===== src/rtl/gaus_rng_pkg.sv =====
// Shared types and fixed-point constants for the Gaussian RNG datapath.
// Covers the radius/trig Q formats, the output pair and the serializer state.
package gaus_rng_pkg;

  localparam int RAD_W     = 18;                    // radius, unsigned Q3.15
  localparam int RAD_FRAC  = 15;
  localparam int TRIG_W    = 18;                    // cos/sin, signed Q2.16
  localparam int TRIG_FRAC = 16;
  localparam int PROD_FRAC = RAD_FRAC + TRIG_FRAC;  // 31
  localparam int MUL_W     = RAD_W + 1;             // both operands widened to 19 bits
  localparam int PROD_W    = 2 * MUL_W;             // signed Q5.31 product
  localparam int SMP_W     = 16;                    // stored sample width

  typedef struct packed {
    logic signed [SMP_W-1:0] x;
    logic signed [SMP_W-1:0] y;
  } bm_pair_t;

  typedef enum logic {
    S_X = 1'b0,
    S_Y = 1'b1
  } ser_state_e;

endpackage


===== src/rtl/gaus_bm_fifo.sv =====
// Synchronous show-ahead FIFO: rd_dat_o always shows the head entry.
// Exposes an occupancy count so the parent can do credit accounting.
module gaus_bm_fifo #(
  parameter int DEPTH = 16,
  parameter int W     = 32
) (
  input  logic                       clk_i,
  input  logic                       rst_ni,
  input  logic                       wr_en_i,
  input  logic [W-1:0]               wr_dat_i,
  input  logic                       rd_en_i,
  output logic [W-1:0]               rd_dat_o,
  output logic                       empty_o,
  output logic [$clog2(DEPTH):0]     used_o
);
  localparam int AW = $clog2(DEPTH);

  logic [W-1:0]  mem_q [DEPTH];
  logic [AW-1:0] wr_ptr_q, rd_ptr_q;
  logic [AW:0]   used_q, used_d;
  logic          full, wr_ok, rd_ok;

  assign full  = (used_q == (AW+1)'(DEPTH));
  assign wr_ok = wr_en_i && !full;
  assign rd_ok = rd_en_i && !empty_o;

  always_comb begin
    used_d = used_q;
    if (wr_ok && !rd_ok)      used_d = used_q + (AW+1)'(1);
    else if (!wr_ok && rd_ok) used_d = used_q - (AW+1)'(1);
  end

  always_ff @(posedge clk_i or negedge rst_ni) begin
    if (!rst_ni) begin
      wr_ptr_q <= '0;
      rd_ptr_q <= '0;
      used_q   <= '0;
    end else begin
      if (wr_ok) wr_ptr_q <= wr_ptr_q + AW'(1);
      if (rd_ok) rd_ptr_q <= rd_ptr_q + AW'(1);
      used_q <= used_d;
    end
  end

  // Storage carries no reset; the pointers alone define what is valid.
  always_ff @(posedge clk_i) begin
    if (wr_ok) mem_q[wr_ptr_q] <= wr_dat_i;
  end

  assign rd_dat_o = mem_q[rd_ptr_q];
  assign empty_o  = (used_q == '0);
  assign used_o   = used_q;

endmodule


===== src/rtl/gaus_bm_mult.sv =====
// Box-Muller output stage: radius x cos/sin, round/saturate, pair FIFO and
// a serializer that emits x then y per pair; requests are credit-gated.
module gaus_bm_mult
  import gaus_rng_pkg::*;
#(
  parameter int pCORDIC_LAT = 5,
  parameter int pFIFO_DEPTH = 16,
  parameter int pDAT_W      = 16,
  parameter int pFRAC_W     = 11
) (
  input  logic              iclk,
  input  logic              ireset,
  input  logic              ival,
  input  logic [RAD_W-1:0]  iradius,
  output logic              ordy,
  input  logic [TRIG_W-1:0] icos,
  input  logic [TRIG_W-1:0] isin,
  output logic              oval,
  output logic [pDAT_W-1:0] odat,
  output logic              oidx,
  input  logic              iready
);
  localparam int L  = pCORDIC_LAT;
  localparam int CW = $clog2(pFIFO_DEPTH) + 1;
  localparam int SH = PROD_FRAC - pFRAC_W;

  localparam logic signed [PROD_W:0] RND_HALF = (PROD_W+1)'(1) << (SH - 1);
  localparam logic signed [PROD_W:0] SAT_MAX  = (PROD_W+1)'((2 ** (pDAT_W - 1)) - 1);
  localparam logic signed [PROD_W:0] SAT_MIN  = ~SAT_MAX;

  // Half-up rounding: bias by half an output LSB, then floor via arithmetic shift.
  function automatic logic signed [pDAT_W-1:0] rnd_sat(input logic signed [PROD_W-1:0] p);
    logic signed [PROD_W:0] s;
    s = (PROD_W+1)'(p) + RND_HALF;
    s = s >>> SH;
    if (s > SAT_MAX)      return SAT_MAX[pDAT_W-1:0];
    else if (s < SAT_MIN) return SAT_MIN[pDAT_W-1:0];
    else                  return s[pDAT_W-1:0];
  endfunction

  // vld_pipe_q[0..L-1]: cordic alignment, [L]: product, [L+1]: rounded pair.
  logic [L+1:0]            vld_pipe_q;
  logic [L-1:0][RAD_W-1:0] rad_q;
  logic                    acc, tap_vld, fifo_wr;

  assign acc     = ival && ordy;
  assign tap_vld = vld_pipe_q[L-1];
  assign fifo_wr = vld_pipe_q[L+1];

  always_ff @(posedge iclk or negedge ireset) begin
    if (!ireset) begin
      vld_pipe_q <= '0;
      rad_q      <= '0;
    end else begin
      vld_pipe_q <= {vld_pipe_q[L:0], acc};
      rad_q[0]   <= iradius;
      for (int i = 1; i < L; i++) rad_q[i] <= rad_q[i-1];
    end
  end

  logic signed [MUL_W-1:0]  rad_ext, cos_ext, sin_ext;
  logic signed [PROD_W-1:0] prod_x_q, prod_y_q;

  assign rad_ext = {1'b0, rad_q[L-1]};
  assign cos_ext = {icos[TRIG_W-1], icos};
  assign sin_ext = {isin[TRIG_W-1], isin};

  always_ff @(posedge iclk or negedge ireset) begin
    if (!ireset) begin
      prod_x_q <= '0;
      prod_y_q <= '0;
    end else if (tap_vld) begin
      prod_x_q <= PROD_W'(rad_ext) * PROD_W'(cos_ext);
      prod_y_q <= PROD_W'(rad_ext) * PROD_W'(sin_ext);
    end
  end

  bm_pair_t rnd_q;

  always_ff @(posedge iclk or negedge ireset) begin
    if (!ireset) begin
      rnd_q <= '0;
    end else if (vld_pipe_q[L]) begin
      rnd_q.x <= SMP_W'(rnd_sat(prod_x_q));
      rnd_q.y <= SMP_W'(rnd_sat(prod_y_q));
    end
  end

  bm_pair_t      head;
  logic          fifo_empty, pop;
  logic [CW-1:0] fifo_used;

  gaus_bm_fifo #(
    .DEPTH (pFIFO_DEPTH),
    .W     ($bits(bm_pair_t))
  ) u_fifo (
    .clk_i    (iclk),
    .rst_ni   (ireset),
    .wr_en_i  (fifo_wr),
    .wr_dat_i (rnd_q),
    .rd_en_i  (pop),
    .rd_dat_o (head),
    .empty_o  (fifo_empty),
    .used_o   (fifo_used)
  );

  // Credit: buffered pairs plus requests still in the pipe must fit the FIFO.
  logic [CW-1:0] inflight_q, inflight_d;
  logic [CW:0]   credit_sum;

  always_comb begin
    inflight_d = inflight_q;
    if (acc && !fifo_wr)      inflight_d = inflight_q + CW'(1);
    else if (!acc && fifo_wr) inflight_d = inflight_q - CW'(1);
  end

  always_ff @(posedge iclk or negedge ireset) begin
    if (!ireset) inflight_q <= '0;
    else         inflight_q <= inflight_d;
  end

  assign credit_sum = {1'b0, fifo_used} + {1'b0, inflight_q};
  assign ordy       = credit_sum < (CW+1)'(pFIFO_DEPTH);

  ser_state_e state_q, state_d;

  always_ff @(posedge iclk or negedge ireset) begin
    if (!ireset) state_q <= S_X;
    else         state_q <= state_d;
  end

  // The head entry is popped only after its y sample is taken.
  always_comb begin
    state_d = state_q;
    oval    = 1'b0;
    odat    = '0;
    oidx    = 1'b0;
    pop     = 1'b0;
    case (state_q)
      S_X: begin
        if (!fifo_empty) begin
          oval = 1'b1;
          odat = pDAT_W'(head.x);
          if (iready) state_d = S_Y;
        end
      end
      S_Y: begin
        oval = 1'b1;
        odat = pDAT_W'(head.y);
        oidx = 1'b1;
        if (iready) begin
          pop     = 1'b1;
          state_d = S_X;
        end
      end
      default: state_d = S_X;
    endcase
  end

endmodule


===== config.mk =====
export PLATFORM = sky130hd
export DESIGN_NAME = gaus_bm_mult
export DESIGN_NICKNAME = d
export VERILOG_FILES = /design/src/rtl/gaus_rng_pkg.sv /design/src/rtl/gaus_bm_fifo.sv /design/src/rtl/gaus_bm_mult.sv
export SDC_FILE = /design/constraint.sdc
export NUM_CORES = 2
export LEC_CHECK = 0
export CORE_UTILIZATION = 55
export CTS_BUF_LIST = sky130_fd_sc_hd__clkbuf_16
export DETAILED_ROUTE_END_ITERATION = 12
export PLACE_DENSITY = 0.72
export RECOVER_POWER = 25
export SYNTH_ARGS = -nofsm -noshare
export SYNTH_HDL_FRONTEND = slang
export SYNTH_SLANG_ARGS = --single-unit
export TNS_END_PERCENT = 1

===== constraint.sdc =====
create_clock -name iclk -period 14.9 [get_ports iclk]
set_input_delay 2.235 -clock iclk [delete_from_list [all_inputs] [get_ports iclk]]
set_output_delay 2.235 -clock iclk [all_outputs]
set_load 0.01 [all_outputs]

==> results.cfg <==
[cells_and_area]
syn_to_final_growth_pct = 8.760
layout.nets = 4554
drive_gt1_frac = 0.09540
finalInstanceArea_mm2 = 0.05127
final_cell_mix = 621 x inv_1, 512 x fa_1, 512 x edfxtp_1
n_antenna_cell = 0
multi_input_comb_area_mm2 = 0.02431
final_common_cell = inv_1
seq_area_mm2 = 0.02000
fillers = 6480

[logic_synthesis]
synth_edf_count = 512
synthArstFlopShare = 0.2644
ys_types = 60
synth_ff_type = edfxtp_1
postSynthCellCount = 3697
synth_area_mm2 = 0.04714
netlist.area_leader.share = 0.3262
avgSynthCellArea_um2 = 12.75
synth_seq_cells = 696
synthTopCellsByArea = edfxtp_1 33%, fa_1 22%, dfrtp_1 9.8%
syn_nets = 4542
synth_top_area_cell = edfxtp_1
seq_area_frac_synth = 0.4239
yosysWarnings = 0

[global_route]
grt_busiest_layer = met2
antenna_found_initial = 3
met1_usage = 0.3644
grt_max_degree = 91
grt_usage = 0.2566
use_met2 = 0.4117
met3_usage = 0.04706
grt_overflow = 0
grt_first_pass_wirelength_mm = 167.7
grt_pass1_vias = 29420

[clock_network]
cts.sinks = 696
cts_setup_buffers = 0
hold_buffers = 0
cts_root_buffer = clkbuf_16
clock_latency_ns = 0.62
cts_buffers = 67
cts_resized = 0
cts_max_level = 3
cts_tree = done
clk_pin_slew_ns = 0.06
clockBufferDepth = 3

[placement]
hpwlAfterDp_mm = 68.85
port_buffers = 76
place.gp.congestion = 0.8391
placed_area_mm2 = 0.04912

[timing]
setup_viol_count_final = 0
max_freq_mhz = 111.3
finalSetupTns_ns = 0
drv_slew = 0
relSlewSlack = 0.2303
finalCritPeriodShare = 0.6031
skew_ns = 0.03481
hold_slack_ns = 0.3305
min_period_ns = 8.986
rsz0062_at_grt = no
tightest_slew_ns = 1.151
hold_viol = 0

[routing]
drc = 0
vias_per_cell = 5.636
routedWlPerCell_um = 21.60
vias = 27600
drt-pass1-iter-count = 5
final_antenna_net_count = 0
drt-total-wl_mm = 105.8
drt_iter0_markers = 2276

[run_status]
run_status = finished clean

[die]
die_y_um = 294.8
placementRows = 106
io_pins = 77
die_w_um = 294.8
initial_utilization = 0.5597
dieArea_mm2 = 0.08688
coreArea_mm2 = 0.08422

[worst_setup_path]
critPathMaxStageDelay_ns = 0.86
worstPathArrival_ns = 9.49
crit_path_frequent_cell = fa_1
endpoint_kind = register
critPathLaunchType = input pin
required_ns = 15.41
path_class = input pin to register
crit_path_max_fanout = 12
crit_path_cell_trace = clkdlybuf4s50_1 -> clkinv_1 -> nor2_1 -> fa_1 -> fa_1 -> fa_1 -> fa_1 -> fa_1 -> fa_1 -> ha_1 -> and3_1 -> a221o_1 -> a21oi_1 -> a211oi_2 -> a41oi_2 -> or4_1 -> a31o_1 -> and3_1 -> o31ai_2
slowest_stage = clkdlybuf4s50_1

[flow_run]
max_cap_violations = 0

[pwr]
p_leak_nw = 20.23
irDropWorstVdd_uv = 338.6
p_per_area_mw_per_mm2 = 174.3

[worst_hold_path]
hold_class = register to register
-- critical path, delay by kind of cell --
kind | cells | cell delay, ns
AO/OA/AOI/OAI | 6 | 1.52
buffers and inverters | 2 | 1.39
AND/OR/NAND/NOR | 4 | 1.23
adder cells (fa/ha/maj) | 7 | 3.10
-- synthesized netlist by cell type (7+ instances only) --
master    number
ha_1         275
buf_1         16
a21oi_1      117
nor3_1         9
dfrtp_1      184
xnor2_1       54
fa_1         512
xor2_1        25
nor2_1       101
nand4_1       15
mux4_2       144
o21ai_0       42
mux2_2        41
inv_1        607
and2_1       317
nand2b_1      23
nand2_1      369
nand3_1       27
o21a_1         7
and3_1        11
clkbuf_1     162
o211ai_1       8
edfxtp_1     512
a21o_1        32
mux2i_1       18
-- flip-flops by register name (all words and copies together), names as in the netlist --
| signal | count |
|---|---|
| u_fifo.mem_q | 512 |
| rad_q | 72 |
| rnd_q | 32 |
| prod_x_q | 18 |
| prod_y_q | 18 |
| rad_ext | 18 |
| vld_pipe_q | 7 |
| inflight_q | 5 |
| u_fifo.used_o | 5 |
| u_fifo.rd_ptr_q | 4 |
| u_fifo.wr_ptr_q | 4 |
| state_q | 1 |
-- per-layer routing --
| layer | vias to the layer above | wire [µm] |
|---|---|---|
| li1 | 12150 | - |
| met1 | 14260 | 44750 |
| met2 | 1042 | 50110 |
| met3 | 148 | 8699 |
| met4 | 2 | 2219 |
| met5 | - | 14 |
-- path summary, 6_finish.rpt --
path | from | endpoint | slack, ns | cells past startpoint
min | rad_q[14] | rad_q[32] | 0.33 | 0
min reg2reg | rad_q[14] | rad_q[32] | 0.33 | 0
max reg2reg | rad_ext[7] | prod_y_q[36] | 7.53 | 23
max in group asynchronous | ireset | rad_ext[4] | 11.91 | 2
max | isin[17] | prod_y_q[36] | 5.91 | 19
min in group asynchronous | ireset | inflight_q[2] | 1.56 | 1
-- cells by family after synthesis --
group                    Yosys count  share of synthesized area
buffers and inverters            787                    0.06267
adder cells (fa/ha/maj)          787                     0.2904
AND/OR/NAND/NOR                  895                    0.09344
XOR/XNOR                          79                    0.01468
multiplexers                     203                    0.08242
AO/OA/AOI/OAI                    250                    0.03249
flip-flops                       696                     0.4239
-- cell type report --
type,count,area share
multi-input combinational,2214,0.4743
clock inverter,54,0.008201
inverter,609,0.04459
timing repair buffer,121,0.02150
clock buffer,69,0.03368
sequential,696,0.3901
tap,1134,0.02768
-- power breakdown --
group          internal, W  leakage [nW]  total [W]  switching, W
Combinational      0.00217          13.3    0.00519       0.00302
Clock             0.000936          1.10    0.00167      0.000731
Sequential         0.00207          5.79    0.00208    0.00000802
-- metrics by stage --
stage / utilization / setup slack (ns) / power, W / instances
after detailed placement: 0.5832 / 5.409 / 0.007311 / 4774
after global placement: 0.5832 / 5.445 / 0.007256 / 4774
after global routing: 0.6087 / 5.666 / 0.009740 / 4897
after CTS: 0.6087 / 6.005 / 0.009016 / 4897
after floorplan: - / 6.450 / 0.005950 / 3697
final: 0.6087 / 5.914 / 0.008936 / 4897
Power figures use the tool's default switching activity.
